===== src/rtl/fpfma_pkg.sv =====
// Shared sizing for the FMA significand datapath: Booth generator,
// partial-product reduction and final adder all take their widths from here.
package fpfma_pkg;

  localparam int SIG_WIDTH = 23;
  localparam int PP_WIDTH  = 2*SIG_WIDTH + 2;
  localparam int NUM_PP    = 12;

endpackage


===== src/rtl/pp_reduce_pipe_csa42.sv =====
// 4:2 carry-save compressor built from two chained 3:2 layers.
// Carry output is pre-shifted; anything shifted past the MSB is dropped (mod 2^WIDTH).
module csa42 #(
  parameter int WIDTH = 48
) (
  input  logic [WIDTH-1:0] a,
  input  logic [WIDTH-1:0] b,
  input  logic [WIDTH-1:0] c,
  input  logic [WIDTH-1:0] d,
  output logic [WIDTH-1:0] sum,
  output logic [WIDTH-1:0] carry
);

  logic [WIDTH-1:0] s1;
  logic [WIDTH-1:0] c1;

  always_comb begin
    s1    = a ^ b ^ c;
    c1    = ((a & b) | (a & c) | (b & c)) << 1;
    sum   = s1 ^ c1 ^ d;
    carry = ((s1 & c1) | (s1 & d) | (c1 & d)) << 1;
  end

endmodule


===== src/rtl/pp_reduce_pipe.sv =====
// Three-stage carry-save reduction of 12 Booth partial products to a sum/carry pair:
// S1 three 4:2 compressors, S2 two 3:2 compressors, S3 one 4:2 compressor.
module pp_reduce_pipe #(
  parameter  int SIG_WIDTH = fpfma_pkg::SIG_WIDTH,
  localparam int PP_WIDTH  = 2*SIG_WIDTH + 2
) (
  input  logic                       clk,
  input  logic                       rst_n,
  input  logic                       in_valid,
  output logic                       in_ready,
  input  logic signed [PP_WIDTH-1:0] pp0,
  input  logic signed [PP_WIDTH-1:0] pp1,
  input  logic signed [PP_WIDTH-1:0] pp2,
  input  logic signed [PP_WIDTH-1:0] pp3,
  input  logic signed [PP_WIDTH-1:0] pp4,
  input  logic signed [PP_WIDTH-1:0] pp5,
  input  logic signed [PP_WIDTH-1:0] pp6,
  input  logic signed [PP_WIDTH-1:0] pp7,
  input  logic signed [PP_WIDTH-1:0] pp8,
  input  logic signed [PP_WIDTH-1:0] pp9,
  input  logic signed [PP_WIDTH-1:0] pp10,
  input  logic signed [PP_WIDTH-1:0] pp11,
  output logic                       out_valid,
  input  logic                       out_ready,
  output logic [PP_WIDTH-1:0]        sum_o,
  output logic [PP_WIDTH-1:0]        carry_o
);

  localparam int NUM_PP = fpfma_pkg::NUM_PP;

  logic [PP_WIDTH-1:0] pp [NUM_PP];
  assign pp = '{pp0, pp1, pp2, pp3, pp4, pp5, pp6, pp7, pp8, pp9, pp10, pp11};

  // Handshake: a transfer happens on a rising edge where valid && ready; ready never
  // looks at valid on the same side. A stage loads when empty or when its successor loads.
  logic v1, v2, v3;
  logic ld1, ld2, ld3;

  assign ld3       = !v3 || out_ready;
  assign ld2       = !v2 || ld3;
  assign ld1       = !v1 || ld2;
  assign in_ready  = ld1;
  assign out_valid = v3;

  logic [PP_WIDTH-1:0] c1_sum [3];
  logic [PP_WIDTH-1:0] c1_car [3];
  logic [PP_WIDTH-1:0] s1_sum [3];
  logic [PP_WIDTH-1:0] s1_car [3];

  for (genvar g = 0; g < 3; g++) begin : g_s1
    csa42 #(.WIDTH(PP_WIDTH)) u_csa (
      .a     (pp[4*g]),
      .b     (pp[4*g+1]),
      .c     (pp[4*g+2]),
      .d     (pp[4*g+3]),
      .sum   (c1_sum[g]),
      .carry (c1_car[g])
    );
  end

  logic [PP_WIDTH-1:0] c2_sum [2];
  logic [PP_WIDTH-1:0] c2_car [2];
  logic [PP_WIDTH-1:0] s2_sum [2];
  logic [PP_WIDTH-1:0] s2_car [2];

  always_comb begin
    c2_sum[0] = s1_sum[0] ^ s1_car[0] ^ s1_sum[1];
    c2_car[0] = ((s1_sum[0] & s1_car[0]) | (s1_sum[0] & s1_sum[1]) |
                 (s1_car[0] & s1_sum[1])) << 1;
    c2_sum[1] = s1_car[1] ^ s1_sum[2] ^ s1_car[2];
    c2_car[1] = ((s1_car[1] & s1_sum[2]) | (s1_car[1] & s1_car[2]) |
                 (s1_sum[2] & s1_car[2])) << 1;
  end

  logic [PP_WIDTH-1:0] c3_sum;
  logic [PP_WIDTH-1:0] c3_car;

  csa42 #(.WIDTH(PP_WIDTH)) u_s3 (
    .a     (s2_sum[0]),
    .b     (s2_car[0]),
    .c     (s2_sum[1]),
    .d     (s2_car[1]),
    .sum   (c3_sum),
    .carry (c3_car)
  );

  always_ff @(posedge clk or negedge rst_n) begin
    if (!rst_n) begin
      v1 <= 1'b0;
      v2 <= 1'b0;
      v3 <= 1'b0;
    end else begin
      if (ld1) v1 <= in_valid;
      if (ld2) v2 <= v1;
      if (ld3) v3 <= v2;
    end
  end

  always_ff @(posedge clk or negedge rst_n) begin
    if (!rst_n) begin
      for (int i = 0; i < 3; i++) begin
        s1_sum[i] <= '0;
        s1_car[i] <= '0;
      end
    end else if (ld1 && in_valid) begin
      for (int i = 0; i < 3; i++) begin
        s1_sum[i] <= c1_sum[i];
        s1_car[i] <= c1_car[i];
      end
    end
  end

  always_ff @(posedge clk or negedge rst_n) begin
    if (!rst_n) begin
      for (int i = 0; i < 2; i++) begin
        s2_sum[i] <= '0;
        s2_car[i] <= '0;
      end
    end else if (ld2 && v1) begin
      for (int i = 0; i < 2; i++) begin
        s2_sum[i] <= c2_sum[i];
        s2_car[i] <= c2_car[i];
      end
    end
  end

  always_ff @(posedge clk or negedge rst_n) begin
    if (!rst_n) begin
      sum_o   <= '0;
      carry_o <= '0;
    end else if (ld3 && v2) begin
      sum_o   <= c3_sum;
      carry_o <= c3_car;
    end
  end

endmodule


===== config.mk =====
export PLATFORM = sky130hd
export DESIGN_NAME = pp_reduce_pipe
export DESIGN_NICKNAME = d
export VERILOG_FILES = /design/src/rtl/fpfma_pkg.sv /design/src/rtl/pp_reduce_pipe_csa42.sv /design/src/rtl/pp_reduce_pipe.sv
export SDC_FILE = /design/constraint.sdc
export NUM_CORES = 2
export LEC_CHECK = 0
export BUFFER_PORTS_ARGS = -buffer_cell sky130_fd_sc_hd__buf_2
export CAP_MARGIN = 20
export CORE_AREA = 2 2 262 264
export CTS_CLUSTER_SIZE = 28
export DETAILED_ROUTE_END_ITERATION = 8
export DIE_AREA = 0 0 264 266
export PLACE_DENSITY_LB_ADDON = 0.08
export SYNTH_ARGS = -nofsm -noshare
export SYNTH_HDL_FRONTEND = slang
export SYNTH_SLANG_ARGS = --single-unit

===== constraint.sdc =====
create_clock -name clk -period 1.9 [get_ports clk]
set_input_delay 0.38 -clock clk [delete_from_list [all_inputs] [get_ports clk]]
set_output_delay 0.38 -clock clk [all_outputs]
set_load 0.005 [all_outputs]

# After elaboration in Yosys (flattened, before gate mapping)
# Cells that the tools add are included.
# word_totals
input_bits	580
word_cells	94
register_bits	573
# classes
n_bitwise	70
n_reduce_logical	9
# op_table
op	count
47-bit bitwise AND	30
48-bit bitwise XOR	20
47-bit OR	20
1-bit logical AND	3
1-bit zero test	3
1-bit logical OR	3

# Longest topological paths before layout
# depth
depth_word	6
ltp_mapped	5
mapped_depth_nobuf	5

# Cells and area by module
# A second synthesis with hierarchy kept.
# unflattened
hier_cells	1716
area_unflattened_um2	31082.3
# by_module_without_submodules
mod	area_each_um2	instances	cells_per_inst
pp_reduce_pipe	23379.9	1	1320
csa42	1925.6	4	99

# Least setup slack after synthesis
# No wires, ideal clock.
# synth_path
kind	register -> register
from	reg s2_sum[10] in the netlist's numbering
to	reg sum_o[10]
required_ns	1.775
stages_incl_launch_ff	4
path_slack_ns	0.209
setup_ns	0.125
t_arrival_ns	1.567
n_path_buf	0
period_less_slack_ns	1.691
cell_sequence	dfrtp_1 > fa_1 > fa_1 > mux2_2
# synth_between
elab_chain_len	3
# synth_lines
item	line_no	text
start, declared	pp_reduce_pipe.sv:63	logic [PP_WIDTH-1:0] s2_sum [2];
start signal, assigned by index	pp_reduce_pipe.sv:121	s2_sum[i] <= c2_sum[i];
48-bit bitwise XOR	pp_reduce_pipe_csa42.sv:18	s1 = a ^ b ^ c;
48-bit bitwise XOR (2 in a row)	pp_reduce_pipe_csa42.sv:20	sum = s1 ^ c1 ^ d;
via c3_sum[10]	pp_reduce_pipe.sv:75	logic [PP_WIDTH-1:0] c3_sum;
end signal, assigned	pp_reduce_pipe.sv:132	sum_o <= c3_sum;
end, declared	pp_reduce_pipe.sv:25	output logic [PP_WIDTH-1:0] sum_o,
# The timed path passes the listed nets, and every way through them passes these cells.
# A chain may end at the register's enable or synchronous reset.

# Worst setup path after layout
# layout_path
from	reg s2_sum[32] in the netlist's numbering
to	reg sum_o[32]
# The elaborated chain is that of the path after synthesis.

==> out/qor.yml <==
outcome:
  outcome: "finished clean"
cells_and_area:
  finish.net_count: 3488
  drive_gt1_share_pct: 56.4
  area_delta_synth_final_pct: 22.6
  final_area_sq_mm: 0.0378
power_and_ir_drop:
  finalPower_w: 0.0530
  p_leak_nw: 16.7
  ir_worst_vdd_mv: 0.794
  p_per_area_mw_per_mm2: 1400
setup_path:
  cp-end-kind: "flip-flop"
  regToRegStartpoint: "s2_sum[32]"
  timing.rr.end: "sum_o[32]"
  start_kind: "flip-flop"
  r2r_cells: 3
  crit_type: "reg2reg"
  ff2ff_setup_slack_ps: 90
  arrival_ps: 2270
  required_ps: 2370
  crit_fanout: 2
yosys:
  synth_fa_ha_area_share_pct: 30.3
  synth_edf_count: 0
  ys.flop_type: "dfrtp_1"
  synth_compound_area_share_pct: 0
  syn_area_sq_mm: 0.0308
  ys_seq_area_share_pct: 46.4
  avgSynthCellArea_sq_um: 18.1
  yosysWarningCount: 0
  async_reset_ff_share_pct: 100
  synthMuxAreaShare_pct: 20.8
  ys_ff_latch: 571
  syn_inst: 1701
  synth_cell_types: 17
  synthTopCellsByArea: "dfrtp_1, fa_1, mux2_2"
  synth-xor-area-share_pct: 0.633
  synth-simple-area-share_pct: 0.187
  yosysTopAreaCell: "dfrtp_1"
  yosysTopAreaCellShare_pct: 46.4
  synth_top_family_by_area: "adder cells"
route:
  met2_wirelength_um: 35800
  drtPass1Iterations: 6
  wl_met1_um: 29800
  wire_per_inst_um: 21.2
  drt_iter0_drc: 571
  vias: 16669
  wl_met3_um: 3620
  highest_layer: "met5"
  wirelength_um: 71400
  postRouteAntennaNets: 0
  vias_per_cell: 4.94
  drc: 0
clock_network:
  cts.clk_slew.worst_paths_ps: 60
  cts_tree: "yes"
  clock_path_buffers: 3
  cts-resized-gates: 0
  clock_latency_ps: 600
  h-tree-depth: 3
  cts.root.buffer_cell: "clkbuf_16"
  clock_sinks: 571
  cts_inserted_buffers: 66
placed_design:
  routabilityCongestion: 0.975
  dpl_worst_slack_ps: -143
  dp_hpwl_um: 58300
  port_buffers: 675
  post_dp_cell_area_sq_mm: 0.0356
timing:
  hold_violations: 0
  fin_crit_sh_pct: 95.0
  rsz0062_at_grt: "no"
  min_period_ps: 1810
  finalSetupViolCount: 0
  finalClockSkew_ps: 27.7
  fin_ws_ps: 94.8
  fmax_ghz: 0.554
  slew_violations: 0
grt:
  grt_pass1_wl_um: 112000
  overflow: 0
  gr-usage-all-layers_pct: 21.1
  antenna_found_initial: 4
  grt_pass1_vias: 19583
  grt_max_degree: 69
hold_path:
  worstHoldPathCells: 2
  hold_start: "in_valid"
  hp-class: "in2reg"
  min_to: "v1"
floorplanning:
  initial_core_util_pct: 45.5
  die_x_um: 264
  die_area_sq_mm: 0.0702
  core_region_area_sq_mm: 0.0677
  die_h_um: 266
  rows: 96
  io_pins: 678
flow_run:
  drv_cap: 0
-- cells in the final DEF (no fill, tap or decap), drive strengths merged --
master       instances
dfrtp              571
dlygate4sd3          1
xnor2                8
bufinv               1
nand4b               1
nand2b               4
nand3b               1
nand2                3
clkinv              11
xor2                 4
clkinvlp             2
inv                  6
xnor3                4
clkbuf             103
conb                 2
fa                 462
mux2               568
ha                   6
diode                1
buf                732
-- registers in the layout (all words and copies together) (netlist names) --
name       flops
s1_sum       144
s1_car       141
s2_sum        96
s2_car        93
sum_o         48
carry_o       46
out_valid      1
v1             1
v2             1
-- layout make-up --
class,count,area [sq um]
antenna,1,2.50
sequential,571,14300
clock inverter,15,113
fill,5502,29900
tap,882,1100
timing repair buffer,733,4200
clock buffer,103,2060
multi-input combinational,1063,16000
inverter,5,18.8
-- metal layers --
metal	vias up	track usage, %
met3	113	4.58
met5	-	0
li1	7231	-
met2	411	35.0
met1	8912	28.3
met4	2	6.37
-- how the worst max path moves through the flow --
stage                     startpoint          end  cells past startpoint  slack, ps
after floorplan           s2_sum[10]    sum_o[10]                      3        210
after global placement       pp0[35]  s1_sum[131]                      4       -150
after detailed placement     pp0[35]  s1_sum[131]                      4       -140
after CTS                 s2_sum[32]    sum_o[32]                      3         70
after global routing      s2_sum[31]    sum_o[31]                      3         40
final                     s2_sum[32]    sum_o[32]                      3         90
-- cells in the mapped netlist (2+ instances only) --
cell type / count
dfrtp_1: 571
mux2_2: 568
fa_1: 462
buf_6: 28
buf_4: 19
buf_2: 16
xnor2_1: 8
ha_1: 6
inv_1: 5
nand2b_1: 4
xnor3_1: 4
xor2_1: 4
nand2_2: 2
-- what timing repair did --
| item | CTS | global route |
|---|---|---|
| hold buffers | 1 | 0 |
| buffers inserted | 1 | 0 |
| hold endpoints to repair | 93 | 0 |
| endpoints found under the setup margin | 1 | 0 |
-- logic make-up after synthesis --
group | after synthesis
xor+xnor | 16
fa+ha+maj | 468
simple gates | 9
flops | 571
buf+inv | 68
other cells | 1
mux | 568
-- power by group --
| part | switching [W] | internal [W] | leakage [nW] |
|---|---|---|---|
| logic | 0.00812 | 0.0112 | 8.95 |
| clock network | 0.00494 | 0.00757 | 1.07 |
| registers | 0.00392 | 0.0173 | 6.68 |
| total | 0.0170 | 0.0361 | 16.7 |
-- critical path, cell delays in order (launching register included) --
cell and delay (ps):
dfrtp_1 400, fa_1 590, fa_1 440, mux2_2 270
-- per-stage QoR --
step	cells	TNS (ps)	hold slack (ps)	util, %
after global placement	3252	-1760	274	52.6
after CTS	3372	0	43.8	55.8
after floorplan	1702	0	84.4	-
final	3373	0	85.2	55.8
after detailed placement	3252	-10850	279	52.6
after global routing	3373	0	62.8	55.8
(Power assumes the default switching activity.)
